--- config.mk ---
export PLATFORM = sky130hd
export DESIGN_NAME = i2c_tx_scheduler
export DESIGN_NICKNAME = d
export VERILOG_FILES = /design/src/rtl/i2c_mon_pkg.sv /design/src/rtl/sync_fifo_16.sv /design/src/rtl/i2c_tx_scheduler.sv
export SDC_FILE = /design/constraint.sdc
export NUM_CORES = 1
export LEC_CHECK = 0
export BUFFER_PORTS_ARGS = -buffer_cell sky130_fd_sc_hd__buf_2
export CAP_MARGIN = 10
export CORE_MARGIN = 4
export CORE_UTILIZATION = 23
export CTS_CLUSTER_SIZE = 20
export DETAILED_ROUTE_END_ITERATION = 8
export REMOVE_ABC_BUFFERS = 1
export SYNTH_ARGS = -nofsm -noshare
export SYNTH_HDL_FRONTEND = slang
export SYNTH_SLANG_ARGS = --single-unit
--- constraint.sdc ---
create_clock -name i_clk -period 7 [get_ports i_clk]
set_input_delay 1.4 -clock i_clk [delete_from_list [all_inputs] [get_ports i_clk]]
set_output_delay 1.4 -clock i_clk [all_outputs]
set_load 0.01 [all_outputs]
--- src/rtl/i2c_mon_pkg.sv ---
`default_nettype none
// ============================================================================
//  Module      : i2c_mon_pkg
//  Description : Constants and types shared by the I2C monitor blocks:
//                ASCII codes, the in-band overflow marker word and the
//                transmit scheduler state encoding.
//  Revision    : 1.0 - initial release
// ============================================================================
package i2c_mon_pkg;

    localparam logic [7:0] ASCII_STX   = 8'h02;
    localparam logic [7:0] ASCII_ETX   = 8'h03;
    localparam logic [7:0] ASCII_ACK   = 8'h06;
    localparam logic [7:0] ASCII_NAK   = 8'h15;
    localparam logic [7:0] ASCII_LF    = 8'h0A;
    localparam logic [7:0] ASCII_SPACE = 8'h20;
    localparam logic [7:0] ASCII_BANG  = 8'h21;

    // Word sent to the host once per overflow episode ("!!")
    localparam logic [15:0] MARKER_WORD = {ASCII_BANG, ASCII_BANG};

    typedef enum logic [2:0] {
        ST_IDLE    = 3'd0,
        ST_LOAD    = 3'd1,
        ST_SEND_HI = 3'd2,
        ST_HOLD_HI = 3'd3,
        ST_WAIT_HI = 3'd4,
        ST_SEND_LO = 3'd5,
        ST_HOLD_LO = 3'd6,
        ST_WAIT_LO = 3'd7
    } sched_state_t;

endpackage : i2c_mon_pkg
`default_nettype wire

--- src/rtl/sync_fifo_16.sv ---
`default_nettype none
// ============================================================================
//  Module      : sync_fifo_16
//  Description : Single-clock FIFO of 16-bit words. Occupancy is tracked in
//                a separate level counter so pointers can wrap freely and
//                full/empty are unambiguous.
//  Revision    : 1.0 - initial release
// ============================================================================
module sync_fifo_16 #(
    parameter int DEPTH = 16
) (
    input  logic                     i_clk,
    input  logic                     i_rst,
    input  logic                     i_push,
    input  logic [15:0]              i_wdata,
    input  logic                     i_pop,
    output logic [15:0]              o_rdata,
    output logic [$clog2(DEPTH):0]   o_level,
    output logic                     o_full,
    output logic                     o_empty
);

    localparam int                 c_aw       = $clog2(DEPTH);
    localparam logic [c_aw:0]      c_full_lvl = (c_aw + 1)'(DEPTH);

    logic [15:0]     r_mem [DEPTH];
    logic [c_aw-1:0] r_wr_ptr;
    logic [c_aw-1:0] r_rd_ptr;
    logic [c_aw:0]   r_level;
    logic            w_do_push;
    logic            w_do_pop;

    assign o_full    = (r_level == c_full_lvl);
    assign o_empty   = (r_level == '0);
    // A push into a full FIFO is legal only when a pop frees a slot this cycle
    assign w_do_pop  = i_pop && !o_empty;
    assign w_do_push = i_push && (!o_full || w_do_pop);
    assign o_rdata   = r_mem[r_rd_ptr];
    assign o_level   = r_level;

    // Storage array; contents need no reset since the level gates reads
    always_ff @(posedge i_clk) begin
        if (w_do_push) begin
            r_mem[r_wr_ptr] <= i_wdata;
        end
    end

    // Pointer and occupancy bookkeeping
    always_ff @(posedge i_clk or posedge i_rst) begin
        if (i_rst) begin
            r_wr_ptr <= '0;
            r_rd_ptr <= '0;
            r_level  <= '0;
        end else begin
            if (w_do_push) begin
                r_wr_ptr <= r_wr_ptr + 1'b1;
            end
            if (w_do_pop) begin
                r_rd_ptr <= r_rd_ptr + 1'b1;
            end
            case ({w_do_push, w_do_pop})
                2'b10:   r_level <= r_level + 1'b1;
                2'b01:   r_level <= r_level - 1'b1;
                default: r_level <= r_level;
            endcase
        end
    end

endmodule : sync_fifo_16
`default_nettype wire

--- src/rtl/i2c_tx_scheduler.sv ---
`default_nettype none
// ============================================================================
//  Module      : i2c_tx_scheduler
//  Description : Queues two-character words from the I2C parser and feeds
//                them, high byte first, into a byte-wide UART transmitter.
//                Dropped words are counted and announced with a "!!" marker.
//  Revision    : 1.0 - initial release
// ============================================================================
module i2c_tx_scheduler
    import i2c_mon_pkg::*;
#(
    parameter int DEPTH  = 16,
    parameter int DROP_W = 8
) (
    input  logic                     i_clk,
    input  logic                     i_rst,
    input  logic [15:0]              i_word,
    input  logic                     i_word_en,
    input  logic                     i_tx_busy,
    output logic [7:0]               o_tx_data,
    output logic                     o_tx_start,
    output logic [$clog2(DEPTH):0]   o_level,
    output logic                     o_overflow,
    output logic [DROP_W-1:0]        o_drop_count
);

    sched_state_t r_state;
    sched_state_t w_next;

    logic [15:0]       w_rdata;
    logic              w_full;
    logic              w_empty;
    logic              w_pop;
    logic              w_push_ok;
    logic              w_drop;
    logic              w_tx_start;
    logic [15:0]       w_load_word;

    logic              r_src_mark;
    logic              r_mark_pend;
    logic [7:0]        r_cur_lo;
    logic [7:0]        r_tx_data;
    logic              r_overflow;
    logic [DROP_W-1:0] r_drop_count;

    // Only a FIFO-sourced LOAD consumes an entry
    assign w_pop       = (r_state == ST_LOAD) && !r_src_mark;
    assign w_push_ok   = i_word_en && (!w_full || w_pop);
    assign w_drop      = i_word_en && !w_push_ok;
    assign w_load_word = r_src_mark ? MARKER_WORD : w_rdata;

    sync_fifo_16 #(
        .DEPTH (DEPTH)
    ) u_fifo (
        .i_clk   (i_clk),
        .i_rst   (i_rst),
        .i_push  (w_push_ok),
        .i_wdata (i_word),
        .i_pop   (w_pop),
        .o_rdata (w_rdata),
        .o_level (o_level),
        .o_full  (w_full),
        .o_empty (w_empty)
    );

    // State register
    always_ff @(posedge i_clk or posedge i_rst) begin
        if (i_rst) begin
            r_state <= ST_IDLE;
        end else begin
            r_state <= w_next;
        end
    end

    // Next-state and start-pulse decode
    always_comb begin
        w_next     = r_state;
        w_tx_start = 1'b0;
        case (r_state)
            ST_IDLE: begin
                if (r_mark_pend || !w_empty) begin
                    w_next = ST_LOAD;
                end
            end
            ST_LOAD:    w_next = ST_SEND_HI;
            ST_SEND_HI: begin
                w_tx_start = 1'b1;
                w_next     = ST_HOLD_HI;
            end
            // Busy may not have risen yet, so it is not looked at here
            ST_HOLD_HI: w_next = ST_WAIT_HI;
            ST_WAIT_HI: begin
                if (!i_tx_busy) begin
                    w_next = ST_SEND_LO;
                end
            end
            ST_SEND_LO: begin
                w_tx_start = 1'b1;
                w_next     = ST_HOLD_LO;
            end
            ST_HOLD_LO: w_next = ST_WAIT_LO;
            ST_WAIT_LO: begin
                if (!i_tx_busy) begin
                    w_next = ST_IDLE;
                end
            end
            default:    w_next = ST_IDLE;
        endcase
    end

    // Word latch and output byte register; the byte is loaded on entry to a SEND state
    always_ff @(posedge i_clk or posedge i_rst) begin
        if (i_rst) begin
            r_src_mark <= 1'b0;
            r_cur_lo   <= '0;
            r_tx_data  <= '0;
        end else begin
            if (r_state == ST_IDLE) begin
                r_src_mark <= r_mark_pend;
            end
            if (r_state == ST_LOAD) begin
                r_cur_lo  <= w_load_word[7:0];
                r_tx_data <= w_load_word[15:8];
            end
            if ((r_state == ST_WAIT_HI) && !i_tx_busy) begin
                r_tx_data <= r_cur_lo;
            end
        end
    end

    // Overflow tracking; a drop re-arms the marker even during a marker load
    always_ff @(posedge i_clk or posedge i_rst) begin
        if (i_rst) begin
            r_mark_pend  <= 1'b0;
            r_overflow   <= 1'b0;
            r_drop_count <= '0;
        end else begin
            if (w_drop) begin
                r_mark_pend <= 1'b1;
                r_overflow  <= 1'b1;
                if (r_drop_count != '1) begin
                    r_drop_count <= r_drop_count + 1'b1;
                end
            end else if ((r_state == ST_LOAD) && r_src_mark) begin
                r_mark_pend <= 1'b0;
            end
        end
    end

    assign o_tx_data    = r_tx_data;
    assign o_tx_start   = w_tx_start;
    assign o_overflow   = r_overflow;
    assign o_drop_count = r_drop_count;

endmodule : i2c_tx_scheduler
`default_nettype wire

==> results of run 1 <==
per-layer routing:
| layer | vias to the layer above | wire length [um] | track usage, % |
|---|---|---|---|
| met5 | - | 62 | 0 |
| met4 | 10 | 332 | 1.75 |
| met3 | 41 | 1840 | 2.17 |
| met2 | 165 | 12700 | 14.7 |
| met1 | 3118 | 12000 | 13.1 |
| li1 | 2632 | - | - |
metrics by stage:
stage	instances	setup slack, ns	instance area [um^2]
final	1385	3.76	14000
after global routing	1381	3.57	14000
after CTS	1381	3.77	14000
after detailed placement	1323	3.57	13000
after global placement	1323	3.58	13000
after floorplan	597	3.84	11900
cell type report:
| cell class | count | area [um^2] | share of cell area [%] |
|---|---|---|---|
| inverter | 10 | 38.8 | 0.277 |
| multi-input combinational | 288 | 3070 | 21.9 |
| clock buffer | 44 | 930 | 6.64 |
| antenna | 4 | 10.0 | 0.0714 |
| tap | 680 | 851 | 6.07 |
| sequential | 299 | 8770 | 62.6 |
| timing repair buffer | 46 | 240 | 1.71 |
| clock inverter | 14 | 98.8 | 0.706 |
critical path: cells and delay by family (launching register included):
kind | cells | cell delay [ns]
and+or+nand+nor | 1 | 0.85
AOI/OAI and AO/OA | 4 | 0.84
adders and majority gates | 2 | 0.62
DFF | 1 | 0.54
xor gates and xnor gates | 2 | 0.26
registers in the layout, indices dropped and copies added, names as in the netlist:
name             cells
o_drop_count         8
o_overflow           1
o_tx_data            8
r_cur_lo             8
r_mark_pend          1
r_src_mark           1
r_state              3
u_fifo.o_level       5
u_fifo.r_mem       256
u_fifo.r_rd_ptr      4
u_fifo.r_wr_ptr      4
kinds of logic (layout without fill, tap and decap cells):
family                   after synthesis  in the layout  synth area share [%]
flip-flops                           299            299                  72.7
adder cells (fa/ha/maj)               10             10                  1.04
XOR/XNOR                              18             18                  1.31
other                                  0              4                     0
buffers and inverters                 40            114                  1.86
AND/OR/NAND/NOR                      104            104                  5.45
AO/OA/AOI/OAI                         60             60                  3.54
multiplexers                          96             96                  14.1
final timing paths:
path                       slack (ns)  startpoint  cells after the start                  to
hold reg to reg                  0.49  o_overflow                      1          o_overflow
min in group asynchronous        1.11       i_rst                      2     o_drop_count[4]
max in group asynchronous        5.17       i_rst                      2  u_fifo.r_rd_ptr[0]
setup reg to reg                 3.76  r_state[1]                      9   u_fifo.o_level[4]
hold / removal                   0.49  o_overflow                      1          o_overflow
setup / recovery                 3.76  r_state[1]                      9   u_fifo.o_level[4]
power by group:
group | switching, uW | internal (uW)
Sequential | 267 | 2190
Combinational | 658 | 580
Clock | 665 | 972
Total | 1590 | 3740
layout by cell type, fill, tap and decap left out, types with 3 or more instances in the layout:
cell type and n:
mux2i_1 28, dfrtp_1 40, a22oi_1 16, buf_4 4, and3_1 7, a31oi_1 3
edfxtp_1 256, o21ai_0 10, ha_1 10, nand4_1 4, nand3_1 8, nor4_1 3
nor2b_1 4, mux2_2 9, nor3_1 8, xor2_1 11, clkbuf_1 7, clkbuf_16 35
nand2b_1 5, diode_2 4, buf_2 42, o211ai_1 5, clkinv_1 8, mux4_2 58
xnor2_1 7, nand2_1 20, inv_1 8, nor2_1 14, clkinv_2 3, a21oi_1 10
and2_1 13
==> results.md, run 1 <==
* Final Hold Fails at 0
* Crit Path Class: register to register
* CTS max path bufs at 3
* Number of global-route vias before repair at 6,011
* Die height at 237 um
* Hold Slack at 0.495 ns
* Crit start category: register
* Later-pin clock latency in the skew report at 0.50 ns
* Nets at 709
* Layout Utilization at 27.1%
* Critical Path Fanout Max at 14
* FF+latch count, synth at 299
* Final setup violation count at 0
* GR Overflow Total at 0
* Setup crit end kind: register
* Final worst path period share at 46.2%
* Design Power at 5330 uW
* Fmax at 309 MHz
* Initial antenna violation count at 8
* Fillers at 5,140
* Synthesis-to-finish area growth at 16.2%
* Core Area at 51,600 um^2
* Clk slew on worst S/H paths at 0.06 ns
* Max_cap viols at 0
* Largest stage delay, worst path at 0.85 ns
* Final setup TNS at 0 ns
* Largest net degree at the start of global routing at 49
* Crit path DAT at 3.61 ns
* Post-synth cell types at 59
* DRT antenna net count at 0
* RSZ-0062 raised after global routing: false
* CTS H-tree lvls at 2
* Synth warn at 0
* Post-CTS Repair Setup Buffers at 0
* Drt wl/cell at 19.4 um
* Number of DRC markers in iteration 0 at 545
* Routed via count at 5,966
* I/O Buffers at 42
* Top cells by area, synth: edfxtp_1 (64%), mux4_2 (11%), dfrtp_1 (8.9%), mux2i_1 (2.3%), ha_1 (1.0%)
* Final WL at 26,900 um
* Chip width at 237 um
* GPL Wtd Cong at 0.782
* Critical path data required time at 7.38 ns
* Most numerous cell in the Yosys netlist: edfxtp_1
* Die ar. at 56,100 um^2
* Sequential-to-total area share from yosys stat at 72.7%
* Share of the synthesized area in the top cell type at 63.8%
* Worst hold path type: register to register
* Hold Buf Count CTS at 0
* Dpl hpwl at 17,100 um
* FP Rows at 83
* Vias per cell at 4.31
* CTS Buf Count at 34
* Syn Inst Count at 627
* Commonest cells post-synth: edfxtp_1 (256), mux4_2 (58), dfrtp_1 (43)
* Largest area contributor in the netlist: edfxtp_1
* Final Skew at 0.00848 ns
* Critical-path cell list: or4b_1 > a21oi_4 > ha_1 > xor2_1 > ha_1 > o211a_1 > o31ai_1 > a31oi_1 > xnor2_1
* Initial Util at 23.4%
* Layout cells sized above 1 at 24.8%
* CTS sink cnt at 299
* Status: finished clean
* Cell Area, Synth at 12,100 um^2
* Synth async-reset ratio at 14.4%
* DRT Pass-1 Iters at 5
* Count of pins over their slew limit at 0
* CTS tree: built
* Cell mode on critical path: ha_1
* Final min period at 3.24 ns
* IO Pins at 43
* Root buffer cell: clkbuf_16
* Post-synth EDFFs at 256
* Leakage power at 0.00456 uW
* Main synth FF type: edfxtp_1
* Mapped Avg Cell Area at 19.2 um^2
* # DRC at 0
* Rel. slew slack at 32.2%
* Worst Tran Pin Value at 1.02 ns
* Total Routing Usage GR at 9.28%
* Peak VDD IR at 0.144 mV
* PwrDens at 381 nW/um^2
* Global-route wire length before repair at 39,700 um
* Slowest CP cell: or4b_1
* Post-CTS sizing at 0
Note: power is estimated with default switching activity, not from simulation.
==> run 2: changes to the inputs <==
clock period = 3.29 ns   (was 7 ns; I/O delays follow)
==> run 2 against run 1 <==
Sequential share of layout area fell by 0.54 points; global-route usage is 0.098 points lower; power increased by 110%; highest routed layer is now met4; critical endpoint unchanged; register-to-register slack worse by 3.5 ns; largest power group unchanged; clock skew up 0.0022 ns; setup slack got worse by 3.5 ns; routed wire length down 2.5%; via count grew 2.3%; worst hold slack worse by 0.19 ns; sequential cell count did not move; final area rose by 0.87%; first-iteration DRC count fell by 24%.
==> results.md, run 2 (synthesis gave the netlist of run 1 again) <==
* Final Skew at 0.0107 ns (+0.00224 ns)
* CTS Buf Count at 30 (-12%)
* Design Area, Final at 14,100 um^2 (+0.87%)
* Capturing point of the worst reg2reg path: u_fifo.o_level[4]
* Die height at 237 um (unchanged)
* CTS H-tree lvls at 1 (-1)
* Post-CTS Repair Setup Buffers at 0 (unchanged)
* Critical path startpoint: u_fifo.o_level[1]
* Commonest non-fill, non-tap cell in the layout: edfxtp_1
* FF-to-FF setup slack at 0.29 ns (-3.47 ns)
* Post-CTS sizing at 0 (unchanged)
* GR Overflow Total at 0 (unchanged)
* Final min period at 3.00 ns (-0.235 ns)
* Drt wl/cell at 18.7 um (-3.8%)
* Setup crit end kind: register
* Slowest CP cell: or4_4
* CTS sink cnt at 299 (unchanged)
* Crit Path Class: register to register
* Synthesis-to-finish area growth at 17.2%
* Largest stage delay, worst path at 0.58 ns (-0.27 ns)
* DRT Pass-1 Iters at 5 (unchanged)
* Final setup violation count at 0 (unchanged)
* Register with the most flip-flops: u_fifo.r_mem
* Fmax at 333 MHz (+7.8%)
* DRT antenna net count at 0 (unchanged)
* Final setup margin at 0.289 ns (-3.47 ns)
* IO Pins at 43 (unchanged)
* Commonest cells after routing, fill and taps aside: edfxtp_1 (256), mux4_2 (58), buf_2 (42)
* Initial antenna violation count at 1 (-7)
* PwrDens at 787 nW/um^2 (+110%)
* Nets at 730 (+3.0%)
* Worst Tran Pin Value at 0.997 ns (-0.0197 ns)
* Vias per cell at 4.35 (+0.88%)
* Max_cap viols at 0 (unchanged)
* Chip width at 237 um (unchanged)
* Rel. slew slack at 33.5% (+1.3 points)
* R2R depth at 10 (+1)
* Leakage power at 0.00465 uW (+2.0%)
* Peak VDD IR at 0.452 mV (+210%)
* CTS max path bufs at 3 (unchanged)
* RSZ-0062 raised after global routing: false
* Core Area at 51,600 um^2 (unchanged)
* Crit start category: register
* Clk slew on worst S/H paths at 0.06 ns (about the same)
* Layout cells sized above 1 at 27.4% (+2.6 points)
* Final WL at 26,200 um (-2.5%)
* Largest net degree at the start of global routing at 49 (unchanged)
* Reg-to-reg startpoint: u_fifo.o_level[1]
* Critical-path cell list: or4_4 > o31a_4 > clkinv_2 > ha_1 > xor2_1 > ha_1 > o211a_1 > o31ai_1 > a31oi_1 > xnor2_1
* Routed via count at 6,101 (+2.3%)
* I/O Buffers at 42 (unchanged)
* Cell mode on critical path: ha_1
* FP Rows at 83 (unchanged)
* Final setup TNS at 0 ns (unchanged)
* Total Routing Usage GR at 9.18% (-0.098 points)
* # DRC at 0 (unchanged)
* Critical path data required time at 3.75 ns (-3.63 ns)
* Final Hold Fails at 0 (unchanged)
* Later-pin clock latency in the skew report at 0.58 ns (+0.08 ns)
* Count of pins over their slew limit at 0 (unchanged)
* Die ar. at 56,100 um^2 (unchanged)
* Number of DRC markers in iteration 0 at 415 (-24%)
* Root buffer cell: clkbuf_16
* GPL Wtd Cong at 0.779 (-0.36%)
* Worst hold path type: primary input to async pin
* Number of global-route vias before repair at 6,320 (+5.1%)
* CTS tree: built
* Final worst path period share at 91.2% (+45 points)
* Hold Buf Count CTS at 0 (unchanged)
* Initial Util at 23.4% (unchanged)
* Crit path DAT at 3.46 ns (-0.15 ns)
* Max reg flops at 256 (unchanged)
* Dpl hpwl at 16,100 um (-5.9%)
* Pre-CTS WS at 0.332 ns (-3.24 ns)
* Placed cell area at 13,200 um^2 (+1.6%)
* Critical Path Fanout Max at 10 (-4)
* Global-route wire length before repair at 39,900 um (+0.56%)
* Status: finished clean
run 2: worst max-delay path by stage:
stage / endpoint / slack (ns) / cells past startpoint
floorplan: o_tx_data[5] / 0.13 / 4
detailed placement: u_fifo.o_level[4] / 0.33 / 10
CTS: u_fifo.o_level[4] / 0.31 / 10
global placement: u_fifo.o_level[4] / 0.39 / 10
finish: u_fifo.o_level[4] / 0.29 / 10
global route: u_fifo.o_level[4] / 0.14 / 10
run 2: critical path, delay by kind of cell (launching register included):
| family | cells | cell delay, ns |
|---|---|---|
| flops | 1 | 0.51 |
| xor+xnor | 2 | 0.27 |
| buf+inv | 1 | 0.10 |
| compound gates | 4 | 0.84 |
| fa+ha+maj | 2 | 0.58 |
| simple gates | 1 | 0.58 |
run 2: routing by layer:
metal  global-route usage (%)  routed length, um
met1                     13.3              12400
met2                     14.0              11900
met3                     2.21               1450
met4                     2.07                467
met5                        0                  0
run 2: final cells by class:
cell class | instances | area (um^2)
Multi-Input combinational cell | 288 | 3070
Tap cell | 680 | 851
Timing Repair Buffer | 71 | 453
Antenna cell | 1 | 2.50
Sequential cell | 299 | 8770
Fill cell | 5111 | 37500
Clock buffer | 42 | 826
Inverter | 10 | 38.8
Clock inverter | 13 | 119
run 2: stage by stage:
step / std cells / util (%) / hold WS (ns) / power [uW]
floorplan: 597 / - / 0.467 / 7010
global placement: 1348 / 25.5 / 0.451 / 7940
detailed placement: 1348 / 25.5 / 0.455 / 7980
CTS: 1403 / 27.4 / 0.346 / 11300
global route: 1403 / 27.4 / 0.405 / 11700
finish: 1404 / 27.4 / 0.302 / 11100
run 2: power breakdown:
group | switching, uW | total, uW | internal [uW]
clock | 1430 | 3260 | 1830
sequential | 521 | 5170 | 4650
combinational | 1360 | 2690 | 1330
total | 3300 | 11100 | 7810
